File: config.mk
export PLATFORM = sky130hd
export DESIGN_NAME = led_pattern_sequencer
export DESIGN_NICKNAME = d
export VERILOG_FILES = /design/src/rtl/led_seq_pkg.sv /design/src/rtl/led_tick_gen.sv /design/src/rtl/led_pattern_sequencer.sv
export SDC_FILE = /design/constraint.sdc
export NUM_CORES = 1
export LEC_CHECK = 0
export CAP_MARGIN = 20
export CORE_MARGIN = 2
export CORE_UTILIZATION = 35
export CTS_CLUSTER_SIZE = 14
export DETAILED_ROUTE_END_ITERATION = 16
export SYNTH_ARGS = -nofsm -noshare
export SYNTH_HDL_FRONTEND = slang
export SYNTH_SLANG_ARGS = --single-unit
File: constraint.sdc
create_clock -name clk -period 3.06 [get_ports clk]
set_input_delay 0.765 -clock clk [delete_from_list [all_inputs] [get_ports clk]]
set_output_delay 0.765 -clock clk [all_outputs]
set_load 0.02 [all_outputs]
File: src/rtl/led_seq_pkg.sv
// Shared types and the per-mode LED pattern for the run-light sequencer.
// LED values are active-low: a 0 bit lights the LED.
package led_seq_pkg;

    localparam int SPEED_W = 2;
    localparam int POS_W   = 2;

    typedef enum logic [1:0] {
        MODE_RUN_L = 2'd0,
        MODE_RUN_R = 2'd1,
        MODE_PING  = 2'd2,
        MODE_BLINK = 2'd3
    } mode_t;

    typedef enum logic {
        DIR_UP   = 1'b0,
        DIR_DOWN = 1'b1
    } dir_t;

    localparam logic [3:0] LED_ALL_OFF = 4'b1111;
    localparam logic [3:0] LED_ALL_ON  = 4'b0000;

    // LED image shown for a given mode at position pos (active-low).
    function automatic logic [3:0] pattern(input mode_t mode, input logic [POS_W-1:0] pos);
        case (mode)
            MODE_RUN_R: pattern = ~(4'b1000 >> pos);
            MODE_BLINK: pattern = pos[0] ? LED_ALL_OFF : LED_ALL_ON;
            default:    pattern = ~(4'b0001 << pos);
        endcase
    endfunction

    function automatic mode_t next_mode(input mode_t mode);
        next_mode = mode_t'(mode + 2'd1);
    endfunction

endpackage

File: src/rtl/led_tick_gen.sv
// Step-rate prescaler: emits a one-cycle tick every (STEP_CNT >> speed) unpaused cycles.
// clear restarts the count so a new mode waits a full period.
module led_tick_gen
    import led_seq_pkg::*;
#(
    parameter int STEP_CNT = 500_000,
    parameter int CNT_W    = 32
) (
    input  logic               clk,
    input  logic               n_reset,
    input  logic [SPEED_W-1:0] speed,
    input  logic               pause,
    input  logic               clear,
    output logic               tick
);

    logic [CNT_W-1:0] cnt;
    logic [CNT_W-1:0] period;
    logic [CNT_W-1:0] period_m1;

    assign period    = CNT_W'(STEP_CNT) >> speed;
    assign period_m1 = period - CNT_W'(1);

    // >= rather than == so a faster speed chosen mid-count wraps at once.
    assign tick = ~pause & (cnt >= period_m1);

    // NOTE: registers are written with non-blocking assignments so every flop
    // samples pre-edge values regardless of process evaluation order.
    always_ff @(posedge clk or negedge n_reset) begin
        if (!n_reset) begin
            cnt <= '0;
        end else if (clear) begin
            cnt <= '0;
        end else if (!pause) begin
            cnt <= tick ? '0 : cnt + CNT_W'(1);
        end
    end

endmodule

File: src/rtl/led_pattern_sequencer.sv
// Four-LED run-light sequencer: mode FSM, position/direction tracking and the
// registered active-low LED drive, stepped by led_tick_gen.
module led_pattern_sequencer
    import led_seq_pkg::*;
#(
    parameter int STEP_CNT = 500_000,
    parameter int CNT_W    = 32
) (
    input  logic               clk,
    input  logic               n_reset,
    input  logic               mode_next,
    input  logic               pause,
    input  logic [SPEED_W-1:0] speed,
    output logic [3:0]         led,
    output logic [1:0]         mode,
    output logic               step_tick
);

    mode_t            mode_q, mode_d;
    dir_t             dir_q,  dir_d;
    logic [POS_W-1:0] pos_q,  pos_d;
    logic [3:0]       led_q,  led_d;
    logic             step_q, step_d;
    logic             tick;

    led_tick_gen #(
        .STEP_CNT (STEP_CNT),
        .CNT_W    (CNT_W)
    ) u_tick_gen (
        .clk     (clk),
        .n_reset (n_reset),
        .speed   (speed),
        .pause   (pause),
        .clear   (mode_next),
        .tick    (tick)
    );

    always_ff @(posedge clk or negedge n_reset) begin
        if (!n_reset) begin
            mode_q <= MODE_RUN_L;
            dir_q  <= DIR_UP;
            pos_q  <= '0;
            led_q  <= LED_ALL_OFF;
            step_q <= 1'b0;
        end else begin
            mode_q <= mode_d;
            dir_q  <= dir_d;
            pos_q  <= pos_d;
            led_q  <= led_d;
            step_q <= step_d;
        end
    end

    // NOTE: every variable gets its hold value first, so no path leaves one
    // unassigned and no latch is inferred.
    always_comb begin
        mode_d = mode_q;
        dir_d  = dir_q;
        pos_d  = pos_q;
        led_d  = led_q;
        step_d = 1'b0;

        if (mode_next) begin
            // A mode change swallows any coincident tick.
            mode_d = next_mode(mode_q);
            dir_d  = DIR_UP;
            pos_d  = '0;
            led_d  = LED_ALL_OFF;
        end else if (tick) begin
            led_d  = pattern(mode_q, pos_q);
            step_d = 1'b1;
            case (mode_q)
                MODE_PING: begin
                    // Reverse at the ends so each end LED shows once per bounce.
                    if (dir_q == DIR_UP) begin
                        if (pos_q == 2'd3) begin
                            pos_d = 2'd2;
                            dir_d = DIR_DOWN;
                        end else begin
                            pos_d = pos_q + 2'd1;
                        end
                    end else begin
                        if (pos_q == 2'd0) begin
                            pos_d = 2'd1;
                            dir_d = DIR_UP;
                        end else begin
                            pos_d = pos_q - 2'd1;
                        end
                    end
                end
                MODE_BLINK: pos_d = pos_q ^ 2'd1;
                default:    pos_d = pos_q + 2'd1;
            endcase
        end
    end

    assign led       = led_q;
    assign mode      = mode_q;
    assign step_tick = step_q;

endmodule
Word-level counts from Yosys, hierarchy flattened --
Index checks and enable logic that the tools add are counted.
Storage, ports and cells: register bits after elaboration 42, input port bits 6, output and inout bits 7
Operators by class: add/subtract/negate cells 5, order comparisons 1, equality and inequality tests 6, shift-type cells 3, multiplexer cells 21, bitwise gates (word level) 5, reductions and logical operators 5
Operators with widths (count):
- 32-bit 2-to-1 mux | 3
- 32-bit by 1-bit adder with 32-bit output (second input constant) | 1
- 32-bit >= comparator | 1
- 19-bit by 2-bit right shift with 32-bit output (first input constant) | 1
- 32-bit by 1-bit subtractor with 32-bit output (second input constant) | 1
- 4-bit 2-to-1 mux | 3
- 2-bit 2-to-1 mux | 5
- 1-bit 2-to-1 mux | 8
- 4-bit NOT | 2
- 4-bit one-hot mux with 2 select lines | 1
- 2-bit equality test (second input constant) | 3
- 2-bit by 1-bit adder with 2-bit output (second input constant) | 2
- 2-bit != test (second input constant) | 2
- 2-bit one-hot mux with 2 select lines | 1
- 2-bit AND reduction | 2
- 2-bit nonzero test | 2
- 1-bit by 2-bit << shifter with 4-bit output (first input constant) | 1
- 4-bit by 2-bit right shift with 4-bit output (first input constant) | 1
- 2-bit by 1-bit equality test with 1-bit output (second input constant) | 1
- 2-bit logical NOT | 1
- 1-bit NOT | 2
- 2-bit by 1-bit subtractor with 2-bit output (second input constant) | 1
- 1-bit AND | 1

Depth between registers and ports, before layout --
Gate-level depths: netlist of run 1.
depth after elaboration 7, gate-level depth with buffers 12, gate-level depth less buffers 10

By module --
From an unflattened synthesis of run 1, not the netlist that was laid out.
Unflattened totals: cells, all modules 449, area total of the unflattened synthesis 3736.1 µm²
Modules (own cells, without submodules):
- led_tick_gen | instances 1, cells an instance 387, area each 3106.7 µm², sequential area each 800.8 µm²
- led_pattern_sequencer | instances 1, cells an instance 62, area each 629.4 µm², sequential area each 255.2 µm²

Worst setup path before layout of run 1 --
OpenSTA, ideal clock, no wires.
kind input to register, from input port speed[0], to register led_q[3], in the netlist led[3], library setup time 0.075 ns, arrival time 2.927 ns, slack 0.058 ns, stages 12, path buffers 2, path through inv_1 ha_1 nand4_1 nor2_1 ha_1 and4_1 a221oi_1 a211oi_1 o21a_1 buf_2 buf_2 mux2i_1
Between the ends: word-level cells in the longest chain between the ends 5
Ends and longest elaborated chain:
- from (decl) | RTL line led_pattern_sequencer.sv:13 | input logic [SPEED_W-1:0] speed,
- 19-bit by 2-bit right shift with 32-bit output | RTL line led_tick_gen.sv:21 | assign period = CNT_W'(STEP_CNT) >> speed;
- 32-bit by 1-bit subtractor with 32-bit output | RTL line led_tick_gen.sv:22 | assign period_m1 = period - CNT_W'(1);
- 32-bit >= comparator | RTL line led_tick_gen.sv:25 | assign tick = ~pause & (cnt >= period_m1);
- 1-bit AND | RTL line led_tick_gen.sv:25
- 2-bit nonzero test (no line)
- to (signal assigned) | RTL line led_pattern_sequencer.sv:49 | led_q <= led_d;
- to (decl) | RTL line led_pattern_sequencer.sv:22 | logic [3:0] led_q, led_d;
No other way between the ends. A chain may end at the register's enable or synchronous reset.

Final worst setup path of run 1 --
from input port speed[1], to register u_tick_gen.cnt[1]
Between the ends: word-level cells in the longest chain between the ends 7
Ends and longest elaborated chain:
- 19-bit by 2-bit right shift with 32-bit output | RTL line led_tick_gen.sv:21
- 32-bit by 1-bit subtractor with 32-bit output | RTL line led_tick_gen.sv:22
- 32-bit >= comparator | RTL line led_tick_gen.sv:25
- 1-bit AND | RTL line led_tick_gen.sv:25
- 32-bit 2-to-1 mux | RTL line led_tick_gen.sv:35 | cnt <= tick ? '0 : cnt + CNT_W'(1);
- 32-bit 2-to-1 mux | RTL line led_tick_gen.sv:34 | end else if (!pause) begin
- 32-bit 2-to-1 mux | RTL line led_tick_gen.sv:32 | end else if (clear) begin
- to (signal assigned) | RTL line led_tick_gen.sv:35
- to (decl) | RTL line led_tick_gen.sv:17 | logic [CNT_W-1:0] cnt;
No other way between the ends. The select of a mux whose other input is x is not followed.

==> flow_summary.toml, run 1 <==
[cells_and_area]
area_growth_pct = 17.4
drive_gt1_share_pct = 13.9
design_area_mm2 = 0.00366
post-route-util_pct = 42.2
fin_nets = 427
fillerInstances = 891
antenna-diode-count = 0

[logic_synthesis]
synth_edf_count = 0
synth.distinct_cells = 46
syn_area_mm2 = 0.00312
yosys-top-cells-area = "dfrtp_1 30%, ha_1 19%, nor3_1 5.8%, xor2_1 4.8%, dfstp_2 3.4%"
yosys.area.top_type_share_pct = 30.5
async_reset_ff_share_pct = 100
synth-seq-area-share_pct = 33.8
yosysTopAreaCell = "dfrtp_1"
ys_warn_count = 0
ys_ff_latch = 42
postSynthAreaPerCell_um2 = 9.37
synth_flop_cell = "dfrtp_1"
synthesis.instances = 333

[clock_network]
clk_pin_slew_ns = 0.08
hold_buffers = 0
clock_latency_ns = 0.29
ctsLongestPathBuffers = 2
cts_made_buffers = 5
clock-sinks = 42
cts_tree = "done"
cts.htree.levels = 2
clockRootBuffer = "clkbuf_8"

[placement]
dpl_cell_area_mm2 = 0.00352
dp_hpwl_mm = 4.91
io_buffers = 12
place.gp.congestion = 0.759

[job]
cap_violations = 0

[critical_path]
critPathKind = "input pin to flop"
rr_endpoint = "u_tick_gen.cnt[12]$_DFFE_PN0P_"
slowest_delay_ns = 0.48
r2r_start = "u_tick_gen.cnt[29]$_DFFE_PN0P_"
cpMostUsedCell = "ha_1"
r2r.worst_path.cells = 8
arrival_ns = 3.12
required_ns = 3.28
crit_cells = 12
startpoint = "speed[1]"
r2r_slack_ns = 0.55
crit_family = "compound AO/OA/AOI/OAI gates"
cp_num_buf_inv = 4
crit_path_start_kind = "input pin"
slowest_stage = "or4b_4"
cp-endpoint = "u_tick_gen.cnt[1]$_DFFE_PN0P_"
crit_path_end_kind = "flop"
crit_fanout = 7
crit_chain = "dlygate4sd2_1 -> buf_6 -> ha_1 -> inv_2 -> ha_1 -> a21oi_1 -> o21ai_0 -> a221oi_2 -> a211oi_2 -> buf_4 -> or4b_4 -> a21oi_2"

[drt]
routedWlPerCell_um = 13.8
ant_nets = 0
first_pass_iters = 4
drc_errors = 0
via_per_inst = 5.24
drtIter0Drc = 67
vias = 2530
drt_wl_total_mm = 6.64

[global_route]
met3_usage_pct = 2.27
antenna_found_initial = 0
grt_usage_pct = 14.5
grt_max_degree = 45
met2_usage_pct = 24.6
grt-ovfl-total = 0
grtUsageMet1_pct = 19.4
grt_pass1_wl_mm = 11.8
first_global_vias = 2508
grt_busiest_layer = "met2"

[floorplanning]
dieArea_mm2 = 0.00969
core_mm2 = 0.00868
die_x_um = 98.4
die_y_um = 98.4
ios = 13
rows = 34
initial_utilization_pct = 36.0

[timing]
fin_worst_skew_ns = 0.00879
finalCritPeriodShare_pct = 94.6
fmax_mhz = 345
hold_viol_final = 0
worst_slew_pin_slew_ns = 0.504
drv_slew = 0
slew_headroom_pct = 66.4
finalSetupViolations = 0
fin_crit_ns = 2.90
hold_ws_ns = 0.357
rsz0062_at_grt = "false"

[power]
power_density_mw_per_mm2 = 351
ir_worst_vdd_mv = 0.195
p_leak_nw = 1.63

[run_status]
status = "finished clean"

[worst_hold_path]
min_path_type = "input pin to async pin"
-- repair_timing --
item | 4_1_cts | 5_1_grt
resized for setup | 11 | 3
buffers inserted | 1 | 0
endpoints found under the hold margin | 0 | 0
pin swaps | 7 | 4
endpoints found under the setup margin | 26 | 1
-- report_power, final --
| part | internal, mW | total [mW] | switching [mW] |
|---|---|---|---|
| combinational | 0.114 | 0.260 | 0.146 |
| sequential | 0.570 | 0.592 | 0.0214 |
| clock | 0.244 | 0.435 | 0.191 |
-- kinds of logic after synthesis --
group	count (synthesis)	share of synthesized area, %
AOI/OAI and AO/OA	39	7.50
DFF	42	33.8
buffers and inverters	26	3.61
other	1	0.120
muxes	7	2.28
xor gates and xnor gates	29	8.14
and+or+nand+nor	142	25.7
adders and majority gates	47	18.8
-- state kept, by name, indices dropped and copies added, names as in the netlist --
signal	count
dir_q	1
led	4
mode	2
pos_q	2
step_tick	1
u_tick_gen.cnt	32
-- synth_stat cells (all sizes together) (3+ instances only) --
cell	instances
ha	47
nor3	40
dfrtp	38
nand2	24
a21oi	20
nor2	18
nand3	17
xor2	17
inv	15
nand4	12
xnor2	12
and4	7
clkbuf	7
o21ai	7
mux2i	6
nor2b	5
buf	4
dfstp	4
nor4	4
o211ai	3
or3	3
-- stage by stage --
step	std cells	setup TNS [ns]	total power [mW]	setup WS, ns
6_report	483	0	1.29	0.164
3_5_place_dp	474	-13.47	0.863	-0.453
4_1_cts	483	0	1.31	0.162
3_3_place_gp	474	-11.36	0.855	-0.373
2_1_floorplan	346	0	0.767	0.0582
5_1_grt	483	0	1.36	0.0162
-- layer usage --
layer	vias up	routed length (µm)
li1	1270	-
met1	1231	3180
met2	19	3240
met3	10	136
met4	0	82
met5	-	0
-- worst min path at each step --
stage / to / slack, ns / cells after the start
CTS: u_tick_gen.cnt[14]$_DFFE_PN0P_ / 0.36 / 1
finish: u_tick_gen.cnt[13]$_DFFE_PN0P_ / 0.36 / 1
floorplan: dir_q$_DFFE_PN0P_ / 0.47 / 0
global placement: led[2]$_DFFE_PN1P_ / 0.50 / 2
detailed placement: led[2]$_DFFE_PN1P_ / 0.50 / 2
global route: u_tick_gen.cnt[14]$_DFFE_PN0P_ / 0.38 / 1
-- cells in the final DEF (no fill, tap or decap), types with 3 or more instances in the layout --
cell and instances:
ha_1 45, dfrtp_1 38, nor3_1 36, nand2_1 24
a21oi_1 19, nor2_1 18, nand3_1 17, xor2_1 17
buf_4 17, conb_1 14, inv_1 12, xnor2_1 12
nand4_1 11, clkdlybuf4s50_1 9, o21ai_0 7, and4_1 6
mux2i_1 6, nor2b_1 5, clkbuf_8 5, nor3_2 4
dfstp_2 4, inv_2 3, o211ai_1 3
-- layout make-up --
type,count,area (µm²),area share (%)
multi-input cells,278,2030,55.3
flip-flops and latches,42,1060,28.8
repair buffers,32,283,7.72
well taps,108,135,3.69
clock buffers,7,76.3,2.08
inverters,15,56.3,1.54
clock inverters,1,30.0,0.819
Note: power is estimated with default switching activity, not from simulation.
==> inputs of run 2 (changes only) <==
Settings changed: PLACE_DENSITY from default to 0.5.
==> run 2 against run 1 <==
Compared with the run above: final cell count stayed put; critical path depth did not move; sequential share of layout area rose by 0.30 points; utilization fell by 0.43 points; flip-flop and latch count is the same; critical path type unchanged; critical endpoint unchanged.
==> flow_summary.toml, run 2 (synthesized netlist as in run 1, its figures left out) <==
[run_status]
status = "finished clean"

[cells_and_area]
fin_nets = 427
ff_latch_area_mm2 = 0.00106
antenna-diode-count = 0
multi_input_area_mm2 = 0.00202
final_cell_mix = "46 x ha_1, 38 x dfrtp_1, 36 x nor3_1"
drive_gt1_share_pct = 13.3
fillerInstances = 898
area_growth_pct = 16.2
instances_no_fill = 483
final_common_cell = "ha_1"
regMostFlops = "u_tick_gen.cnt"
largest_reg_flops = 32

[placement]
place.gp.congestion = 0.731
io_buffers = 12
dp_hpwl_mm = 5.00
dp_cells = 475

[clock_network]
clockRootBuffer = "clkbuf_8"
cts_made_buffers = 5
clk_pin_slew_ns = 0.09
cts.htree.levels = 2
clock_latency_ns = 0.30
clock-sinks = 42
cts_tree = "done"
ctsLongestPathBuffers = 2

[timing]
hold_viol_final = 0
finalSetupViolations = 0
slew_headroom_pct = 62.4
rsz0062_at_grt = "false"
fmax_mhz = 339
worst_slew_pin_slew_ns = 0.564
fin_crit_ns = 2.95
hold_ws_ns = 0.447
drv_slew = 0
fin_worst_skew_ns = 0.0118
finalCritPeriodShare_pct = 96.5

[critical_path]
crit_chain = "dlygate4sd2_1 -> buf_4 -> ha_1 -> nand4_1 -> nor2_1 -> ha_1 -> and4_4 -> a221oi_2 -> a211oi_2 -> buf_4 -> or4b_1 -> a21oi_1"
startpoint = "speed[0]"
required_ns = 3.29
crit_fanout = 7
arrival_ns = 3.18
crit_path_start_kind = "input pin"
r2r.worst_path.cells = 8
r2r_slack_ns = 0.64
crit_path_end_kind = "flop"
slowest_stage = "or4b_1"
critPathKind = "input pin to flop"
r2r_start = "u_tick_gen.cnt[26]$_DFFE_PN0P_"
rr_endpoint = "u_tick_gen.cnt[15]$_DFFE_PN0P_"
slowest_delay_ns = 0.46

[power]
ir_worst_vdd_mv = 0.349
p_leak_nw = 1.62
total_power_mw = 1.24
power_density_mw_per_mm2 = 341

[drt]
drtIter0Drc = 48
ant_nets = 0
drc_errors = 0
first_pass_iters = 4
drt_wl_total_mm = 6.74
vias = 2458
via_per_inst = 5.09
routedWlPerCell_um = 14.0

[worst_hold_path]
min_path_type = "input pin to async pin"

[floorplanning]
die_y_um = 98.4
initial_utilization_pct = 36.0
dieArea_mm2 = 0.00969
ios = 13
die_x_um = 98.4
core_mm2 = 0.00868
rows = 34

[global_route]
first_global_vias = 2461
antenna_found_initial = 0
grt-ovfl-total = 0
grt_usage_pct = 14.5
grt_max_degree = 45
grt_pass1_wl_mm = 11.7

[job]
cap_violations = 0
==> run 2: timing repair <==
| item | in CTS | in global routing |
|---|---|---|
| pin swaps | 1 | 2 |
| setup buffers | 0 | 0 |
| gates resized for setup | 8 | 1 |
| hold buffers | 0 | 0 |
| setup endpoints to repair | 27 | 1 |
==> run 2: metal layers <==
| metal | vias to the layer above | share of wire, % | global-route usage [%] |
|---|---|---|---|
| met5 | - | 0 | 0 |
| met4 | 0 | 0.79 | 2.85 |
| met3 | 4 | 1.7 | 2.34 |
| met2 | 25 | 47 | 24.1 |
| met1 | 1159 | 51 | 20.2 |
| li1 | 1270 | - | - |
==> run 2: critical path, delay by kind of cell <==
family | cells | cell delay [ns]
simple gates | 4 | 0.80
buf+inv | 3 | 0.58
fa+ha+maj | 2 | 0.51
compound gates | 3 | 0.52
==> run 2: through the flow <==
stage | setup TNS [ns] | worst slack, ns | area, µm² | utilization [%]
after floorplan | 0 | 0.0582 | 3170 | -
after global placement | -10.99 | -0.400 | 3510 | 40.5
after detailed placement | -13.46 | -0.462 | 3510 | 40.5
after CTS | 0 | 0.107 | 3620 | 41.8
after global routing | 0 | 0.0226 | 3630 | 41.8
final | 0 | 0.108 | 3630 | 41.8
==> run 2: how the worst max path moves through the flow <==
| stage | depth (start not counted) | endpoint |
|---|---|---|
| CTS | 12 | u_tick_gen.cnt[1]$_DFFE_PN0P_ |
| global route | 12 | u_tick_gen.cnt[1]$_DFFE_PN0P_ |
| finish | 12 | u_tick_gen.cnt[1]$_DFFE_PN0P_ |
| detailed placement | 12 | u_tick_gen.cnt[1]$_DFFE_PN0P_ |
| floorplan | 12 | led[3]$_DFFE_PN1P_ |
| global placement | 12 | u_tick_gen.cnt[1]$_DFFE_PN0P_ |
==> run 2: power breakdown <==
part | leakage (nW) | total, mW | switching, mW | internal (mW)
sequential | 0.567 | 0.592 | 0.0216 | 0.570
clock | 0.0472 | 0.389 | 0.207 | 0.182
combinational | 1.01 | 0.254 | 0.141 | 0.112
==> run 2: final cells by class <==
type	instances	share of cell area (%)
sequential	42	29.1
clock inverter	2	0.345
clock buffer	6	2.28
timing repair buffer	32	7.35
tap	108	3.73
inverter	15	1.55
multi-input combinational	278	55.6
